--- config.mk ---
export PLATFORM = sky130hd
export DESIGN_NAME = hurricane_ctrl
export DESIGN_NICKNAME = d
export VERILOG_FILES = /design/src/rtl/hood_pkg.sv /design/src/rtl/sec_tick_gen.sv /design/src/rtl/hurricane_ctrl.sv
export SDC_FILE = /design/constraint.sdc
export NUM_CORES = 1
export LEC_CHECK = 0
export CAP_MARGIN = 20
export CORE_MARGIN = 2
export CORE_UTILIZATION = 25
export CTS_CLUSTER_SIZE = 28
export DETAILED_ROUTE_END_ITERATION = 8
export MAX_ROUTING_LAYER = met4
export SETUP_SLACK_MARGIN = 0.02
export SLEW_MARGIN = 20
export SYNTH_ARGS = -nofsm -noshare
export SYNTH_HDL_FRONTEND = slang
export SYNTH_SLANG_ARGS = --single-unit
--- constraint.sdc ---
create_clock -name clk -period 5.6 [get_ports clk]
set_input_delay 1.12 -clock clk [delete_from_list [all_inputs] [get_ports clk]]
set_output_delay 1.12 -clock clk [all_outputs]
set_load 0.005 [all_outputs]
--- src/rtl/hood_pkg.sv ---
// Shared encodings for the range-hood controllers: mode codes, hurricane
// timer states and the level-3 exit targets.
package hood_pkg;

    localparam logic [2:0] MODE_STANDBY = 3'b000;
    localparam logic [2:0] MODE_L1      = 3'b001;
    localparam logic [2:0] MODE_L2      = 3'b010;
    localparam logic [2:0] MODE_L3      = 3'b011;
    localparam logic [2:0] MODE_CLEAN   = 3'b100;
    localparam logic [2:0] MODE_TIME    = 3'b111;

    typedef enum logic [1:0] {
        IDLE    = 2'd0,
        RUN     = 2'd1,
        EXIT_CD = 2'd2,
        DONE    = 2'd3
    } hc_state_e;

    localparam logic RET_L2      = 1'b1;
    localparam logic RET_STANDBY = 1'b0;

endpackage

--- src/rtl/sec_tick_gen.sv ---
// One-second prescaler: counts 0..CLK_FREQ-1 and pulses tick for one cycle
// at the wrap. clr restarts the second from zero.
module sec_tick_gen #(
    parameter int CLK_FREQ = 100_000_000
) (
    input  logic clk,
    input  logic rst,
    input  logic clr,
    output logic tick
);

    localparam int CW = (CLK_FREQ > 1) ? $clog2(CLK_FREQ) : 1;
    localparam logic [CW-1:0] LAST = CW'(CLK_FREQ - 1);

    logic [CW-1:0] cnt_q, cnt_d;

    assign tick = (cnt_q == LAST);

    always_comb begin
        cnt_d = cnt_q + 1'b1;
        if (clr || tick) begin
            cnt_d = '0;
        end
    end

    always_ff @(posedge clk) begin
        if (rst) begin
            cnt_q <= '0;
        end else begin
            cnt_q <= cnt_d;
        end
    end

endmodule

--- src/rtl/hurricane_ctrl.sv ---
// Hurricane (level-3) timer: gates entry to level 3, runs the run and exit
// countdowns, and tells the mode FSM where to go when they expire.
// Build option HURRICANE_REUSE_EN removes the once-per-power-on lockout.
module hurricane_ctrl
    import hood_pkg::*;
#(
    parameter int CLK_FREQ      = 100_000_000,
    parameter int HURRICANE_SEC = 60,
    parameter int EXIT_SEC      = 60
) (
    input  logic       clk,
    input  logic       rst,
    input  logic       machine_state,
    input  logic [2:0] mode_state,
    input  logic       menu_btn,
    output logic       hurricane_mode_enabled,
    output logic       return_state,
    output logic [7:0] remain_sec,
    output logic       counting
);

`ifdef HURRICANE_REUSE_EN
    localparam logic USE_LOCK = 1'b0;
`else
    localparam logic USE_LOCK = 1'b1;
`endif

    localparam logic [7:0] RUN_LOAD  = 8'(HURRICANE_SEC);
    localparam logic [7:0] EXIT_LOAD = 8'(EXIT_SEC);

    hc_state_e  state_q, state_d;
    logic       used_q, used_d;
    logic       en_q, en_d;
    logic       ret_q, ret_d;
    logic [7:0] remain_q, remain_d;
    logic       counting_q, counting_d;
    logic       menu_prev_q;

    logic menu_rise;
    logic in_l3;
    logic tick;
    logic presc_clr;

    assign menu_rise = menu_btn & ~menu_prev_q;
    assign in_l3     = (mode_state == MODE_L3);

    // Every state change restarts the second, so each countdown step is full length.
    assign presc_clr = (state_d != state_q) | ~machine_state;

    sec_tick_gen #(
        .CLK_FREQ(CLK_FREQ)
    ) u_tick (
        .clk (clk),
        .rst (rst),
        .clr (presc_clr),
        .tick(tick)
    );

    always_comb begin
        state_d    = state_q;
        used_d     = used_q;
        en_d       = en_q;
        ret_d      = ret_q;
        remain_d   = remain_q;
        counting_d = counting_q;

        if (!machine_state) begin
            state_d    = IDLE;
            used_d     = 1'b0;
            en_d       = 1'b1;
            ret_d      = RET_STANDBY;
            remain_d   = '0;
            counting_d = 1'b0;
        end else begin
            case (state_q)
                IDLE: begin
                    en_d = ~used_q;
                    if (in_l3 && !used_q) begin
                        state_d    = RUN;
                        remain_d   = RUN_LOAD;
                        counting_d = 1'b1;
                    end
                end
                RUN, EXIT_CD: begin
                    if (!in_l3) begin
                        state_d    = IDLE;
                        used_d     = USE_LOCK;
                        en_d       = ~USE_LOCK;
                        remain_d   = '0;
                        counting_d = 1'b0;
                    end else if (state_q == RUN && menu_rise) begin
                        // A menu press outranks a coinciding final tick.
                        state_d  = EXIT_CD;
                        remain_d = EXIT_LOAD;
                    end else if (tick) begin
                        if (remain_q == 8'd1) begin
                            state_d    = DONE;
                            remain_d   = '0;
                            counting_d = 1'b0;
                            en_d       = 1'b0;
                            ret_d      = (state_q == RUN) ? RET_L2 : RET_STANDBY;
                        end else begin
                            remain_d = remain_q - 8'd1;
                        end
                    end
                end
                DONE: begin
                    if (!in_l3) begin
                        state_d = IDLE;
                        used_d  = USE_LOCK;
                        en_d    = ~USE_LOCK;
                    end
                end
                default: begin
                    state_d = IDLE;
                end
            endcase
        end
    end

    always_ff @(posedge clk) begin
        if (rst) begin
            state_q     <= IDLE;
            used_q      <= 1'b0;
            en_q        <= 1'b1;
            ret_q       <= RET_STANDBY;
            remain_q    <= '0;
            counting_q  <= 1'b0;
            menu_prev_q <= 1'b0;
        end else begin
            state_q     <= state_d;
            used_q      <= used_d;
            en_q        <= en_d;
            ret_q       <= ret_d;
            remain_q    <= remain_d;
            counting_q  <= counting_d;
            menu_prev_q <= menu_btn;
        end
    end

    assign hurricane_mode_enabled = en_q;
    assign return_state           = ret_q;
    assign remain_sec             = remain_q;
    assign counting               = counting_q;

endmodule

Yosys cells after proc, flatten, opt, wreduce, memory -nomap -nowiden
Index checks and enable logic that the tools add are counted.
W data, S select, Z words.
{"block": "totals", "regBits": 42, "inputBits": 7, "output_inout_bits": 11, "elab_cells": 68}
{"block": "classes", "add_sub_neg": 2, "n_eq_ne": 13, "n_mux": 23, "bitwise": 7, "reduce_logical": 15}
{"operator": "$mux W8", "count": 5}
{"operator": "$add A27 B1 Y27 const B", "count": 1}
{"operator": "$eq A27 B27 Y1 const B", "count": 1}
{"operator": "$pmux W8 S2", "count": 1}
{"operator": "$mux W2", "count": 7}
{"operator": "$reduce_and A5 Y1", "count": 2}
{"operator": "$eq A8 B1 Y1 const B", "count": 1}
{"operator": "$sub A8 B1 Y8 const B", "count": 1}
{"operator": "$mux W1", "count": 7}
{"operator": "$ne A3 B3 Y1 const B", "count": 2}
{"operator": "$pmux W2 S3", "count": 1}
{"operator": "$reduce_or A2 Y1", "count": 3}
{"operator": "$not A1 Y1", "count": 5}
{"operator": "$eq A2 B2 Y1 const B", "count": 2}
{"operator": "$ne A2 B2 Y1 const B", "count": 2}
{"operator": "$ne A4 B3 Y1 const B", "count": 1}
{"operator": "$reduce_and A4 Y1", "count": 1}
{"operator": "$eq A3 B2 Y1 const B", "count": 1}
{"operator": "$ne A3 B2 Y1 const B", "count": 1}
{"operator": "$pmux W1 S3", "count": 1}
{"operator": "$reduce_and A3 Y1", "count": 1}
{"operator": "$reduce_or A3 Y1", "count": 1}
{"operator": "$eq A2 B1 Y1 const B", "count": 1}
{"operator": "$logic_and A1 B1 Y1", "count": 2}
{"operator": "other kinds (9)", "count": 9}

Longest topological paths before layout
{"block": "depth", "ltp_word": 11, "mapped_depth": 9, "mapped_depth_nobuf": 7}

By module
From an unflattened synthesis, not the netlist that was laid out.
{"block": "unflattened", "hier_cells": 276, "hier_area_um2": 2313.5}
{"mod": "sec_tick_gen", "instances": 1, "cells_each": 148, "area_each_um2": 1282.5, "seq_area_each_um2": 540.5}
{"mod": "hurricane_ctrl", "instances": 1, "cells_each": 128, "area_each_um2": 1031.0, "seq_area_each_um2": 300.3}

Worst setup path after synthesis
Ideal clock, no wire load.
{"block": "synth_timing", "path_type": "input port to flip-flop", "from": "input port mode_state[2]", "to": "register remain_q[6] (netlist: remain_sec[6])", "setup_time_ns": 0.074, "arrival_ns": 2.419, "required_time_ns": 5.526, "path_slack_ns": 3.107, "stages": 5, "n_path_buf": 0, "path_cell_list": "nand3b_1 > o31ai_2 > nor4b_1 > nand4_1 > o21ai_0"}
{"block": "synth_between", "elab_chain_cells": 4, "elab_cells_between_ends": 7, "cone_classes": "eq/ne (3); mux (2); reduce/logical (2)"}
{"item": "start: declaration", "line": "hurricane_ctrl.sv:14", "text": "input logic [2:0] mode_state,"}
{"item": "$eq A3 B2 Y1 (*)", "line": "hurricane_ctrl.sv:45", "text": "assign in_l3 = (mode_state == MODE_L3);"}
{"item": "$logic_and A1 B1 Y1", "line": "hurricane_ctrl.sv:78", "text": "if (in_l3 && !used_q) begin"}
{"item": "$ne A2 B2 Y1 (no line)"}
{"item": "$reduce_and A3 Y1 (no line)"}
{"item": "end signal: assignment", "line": "hurricane_ctrl.sv:135", "text": "remain_q <= remain_d;"}
{"item": "end: declaration", "line": "hurricane_ctrl.sv:35", "text": "logic [7:0] remain_q, remain_d;"}
Mark *: on every way between the ends. The rest lies on a longest branch, timed or not.
A chain may end at the register's enable or synchronous reset.

Final worst setup path
{"block": "layout_timing", "from": "input port mode_state[2]", "to": "register remain_q[7] (netlist: remain_sec[7])"}
Same word-level chain as after synthesis.

==> run summary <==
run status - finished, final reports clean
netlist area before placement - 2260 µm²
register clock-pin slew on the reported worst setup and hold paths - 0.09 ns
max-slew violation total from the final report - 0
layout overhead on the synthesized area - 18.3%
Total Negative Setup Slacks - 0 ns
nets in the synthesized netlist - 295
count of flip-flops with a built-in enable after synthesis - 0
global-route wire length before repair - 8.81 mm
count of endpoints failing hold in the final timing report - 0
synthesis warning total - 0
number of gates resized after CTS - 0
transition at the pin with the smallest max-transition slack - 1.02 ns
type of the setup path with the least slack - in -> reg
commonest non-fill, non-tap cell in the layout - sky130_fd_sc_hd__dfxtp_1
final period utilization - 55.1%
total clock buffers created by CTS - 5
Post-synth ARST share - 0%
Synth cell types - 48
Power per Cell Area - 239 nW/µm²
Tmin final - 3.08 ns
share of the yosys chip area belonging to registers - 37.3%
share of the core filled with cells - 30.6%
FF+latch count, synth - 42
cell count after synthesis - 281
worst setup slack after layout - 2.52 ns
data required time at the worst endpoint - 5.83 ns
clock root buffer - sky130_fd_sc_hd__clkbuf_8
number of buffers added on ports - 17
maximum clock frequency - 324 MHz
mean cell area of the mapped netlist - 8.03 µm²
number of global-route vias before repair - 1,943
number of fill cells in the layout - 896
pin count of the biggest net entering global routing - 28
largest driver fanout on the critical path - 10
total gr overflow - 0
max_cap viols - 0
post-place setup slack - 2.25 ns
worst relative slew slack - 31.6%
core area - 8720 µm²
Die Width - 99.0 µm
commonest cells after routing, fill and taps aside - sky130_fd_sc_hd__dfxtp_1 (42), sky130_fd_sc_hd__nor2_1 (39), sky130_fd_sc_hd__nand2_1 (23)
drt first-iter violations - 65
Longest Clk Path Bufs - 2
Clock Latency Late Sink - 0.30 ns
Tightest Hold Check Type - reg -> reg
TritonCTS clock tree - done
total number of nets in the final design - 311
antenna violations before repair - 0
sort of element at the end of the critical path - flop
std cell rows - 34
Worst Clk Skew - 0.0110 ns
GR Util All Layers - 11.2%
routed length per placed instance - 12.3 µm
top flip-flop cell by instance count after synthesis - sky130_fd_sc_hd__dfxtp_1
final hold slack - 0.479 ns
global placement routability congestion - 0.852
nature of the critical path startpoint - input port
total die area - 9800 µm²
total wire length - 5.00 mm
hold buffers post-CTS - 0
leakage - 0.861 nW
RSZ-0062 raised after global routing - no
total number of clock tree sinks - 42
Detail Route Antenna Nets - 0
residual DRC count - 0
effective utilization at floorplan - 25.9%
fraction of final layout cells with drive strength greater than 1 - 6.04%
HPWL Detailed - 3.51 mm
ANT cells - 0
iteration count of the initial detailed-routing pass - 4
CTS H-Tree Depth - 2
number of vias in the routed layout - 2,003
vias per cell - 4.93
Peak supply drop - 0.0000993 V
Final setup viols - 0
IO Count - 18
vertical die dimension - 99.0 µm
Setup Fix Bufs, Post-CTS - 0
Data arrival, critical path - 3.32 ns
[registers in the layout (all words and copies together) (netlist names)]
name	count
remain_sec	8
menu_prev_q	1
u_tick.cnt_q	27
hurricane_mode_enabled	1
counting	1
used_q	1
return_state	1
state_q	2
[where the power goes]
group	internal [mW]	total, mW	switching [mW]
sequential	0.301	0.303	0.00246
clock	0.190	0.302	0.112
combinational	0.0133	0.0324	0.0190
[cell usage after synthesis (2+ instances only)]
| cell | n | area, µm² |
|---|---|---|
| sky130_fd_sc_hd__buf_2 | 3 | 15.0 |
| sky130_fd_sc_hd__o22ai_1 | 4 | 25.0 |
| sky130_fd_sc_hd__dfxtp_1 | 42 | 841 |
| sky130_fd_sc_hd__nor2_1 | 39 | 146 |
| sky130_fd_sc_hd__and3_1 | 5 | 31.3 |
| sky130_fd_sc_hd__ha_1 | 7 | 87.6 |
| sky130_fd_sc_hd__and3b_1 | 2 | 17.5 |
| sky130_fd_sc_hd__nand2b_1 | 5 | 31.3 |
| sky130_fd_sc_hd__o21ai_0 | 15 | 75.1 |
| sky130_fd_sc_hd__nor4_1 | 6 | 37.5 |
| sky130_fd_sc_hd__clkbuf_1 | 5 | 18.8 |
| sky130_fd_sc_hd__nand3b_1 | 2 | 15.0 |
| sky130_fd_sc_hd__o31ai_1 | 3 | 22.5 |
| sky130_fd_sc_hd__o211ai_1 | 3 | 22.5 |
| sky130_fd_sc_hd__nand2_1 | 23 | 86.3 |
| sky130_fd_sc_hd__or3_1 | 3 | 18.8 |
| sky130_fd_sc_hd__a21oi_1 | 14 | 70.1 |
| sky130_fd_sc_hd__xor2_1 | 8 | 70.1 |
| sky130_fd_sc_hd__nand4_1 | 6 | 37.5 |
| sky130_fd_sc_hd__or2_2 | 2 | 12.5 |
| sky130_fd_sc_hd__or3b_2 | 2 | 17.5 |
| sky130_fd_sc_hd__nor3_1 | 8 | 40.0 |
| sky130_fd_sc_hd__nor2b_1 | 2 | 12.5 |
| sky130_fd_sc_hd__a31oi_1 | 2 | 12.5 |
| sky130_fd_sc_hd__inv_1 | 14 | 52.6 |
| sky130_fd_sc_hd__xnor2_1 | 17 | 149 |
| sky130_fd_sc_hd__or4_1 | 2 | 15.0 |
| sky130_fd_sc_hd__a21boi_0 | 2 | 15.0 |
| sky130_fd_sc_hd__nand3_1 | 16 | 80.1 |
[metal layers]
layer | part of all wire (%) | global-route usage (%) | vias up
li1 | - | - | 1019
met1 | 48 | 13.8 | 923
met2 | 46 | 17.4 | 54
met3 | 5.1 | 2.70 | 7
met4 | 1.3 | 5.06 | 0
met5 | 0 | - | -
[cell families after synthesis]
group	after synthesis	synth area share (%)
simple gates	133	30.9
mux	2	0.942
xor+xnor	25	9.70
buf+inv	22	3.82
compound gates	50	13.5
flops	42	37.3
fa+ha+maj	7	3.88
[stage by stage]
stage               std cells  total power [mW]  area (µm²)
global route              406             0.660        2670
floorplan                 281             0.331        2260
CTS                       406             0.645        2670
global placement          398             0.342        2530
detailed placement        398             0.342        2530
finish                    406             0.638        2670
[final timing paths]
check,from,endpoint,slack [ns],depth (start not counted)
setup reg to reg,state_q[1],u_tick.cnt_q[3],3.13,7
hold / removal,u_tick.cnt_q[0],u_tick.cnt_q[0],0.48,1
setup / recovery,mode_state[2],remain_sec[7],2.52,6
hold reg to reg,u_tick.cnt_q[0],u_tick.cnt_q[0],0.48,1
[critical path, cell delays in order]
cell                              delay (ns)
sky130_fd_sc_hd__clkdlybuf4s50_1        0.40
sky130_fd_sc_hd__nand3b_1               0.38
sky130_fd_sc_hd__o31ai_2                0.63
sky130_fd_sc_hd__nor4b_1                0.53
sky130_fd_sc_hd__nand4_1                0.15
sky130_fd_sc_hd__o21ai_0                0.10
[cell type report]
class	instances	area (µm²)	share of cell area [%]
inverter	14	52.6	1.97
clock buffer	6	82.6	3.09
sequential	42	841	31.5
tap	108	135	5.06
clock inverter	2	60.1	2.25
multi-input combinational	217	1330	49.8
timing repair buffer	17	170	6.37
Note: power is estimated with default switching activity, not from simulation.
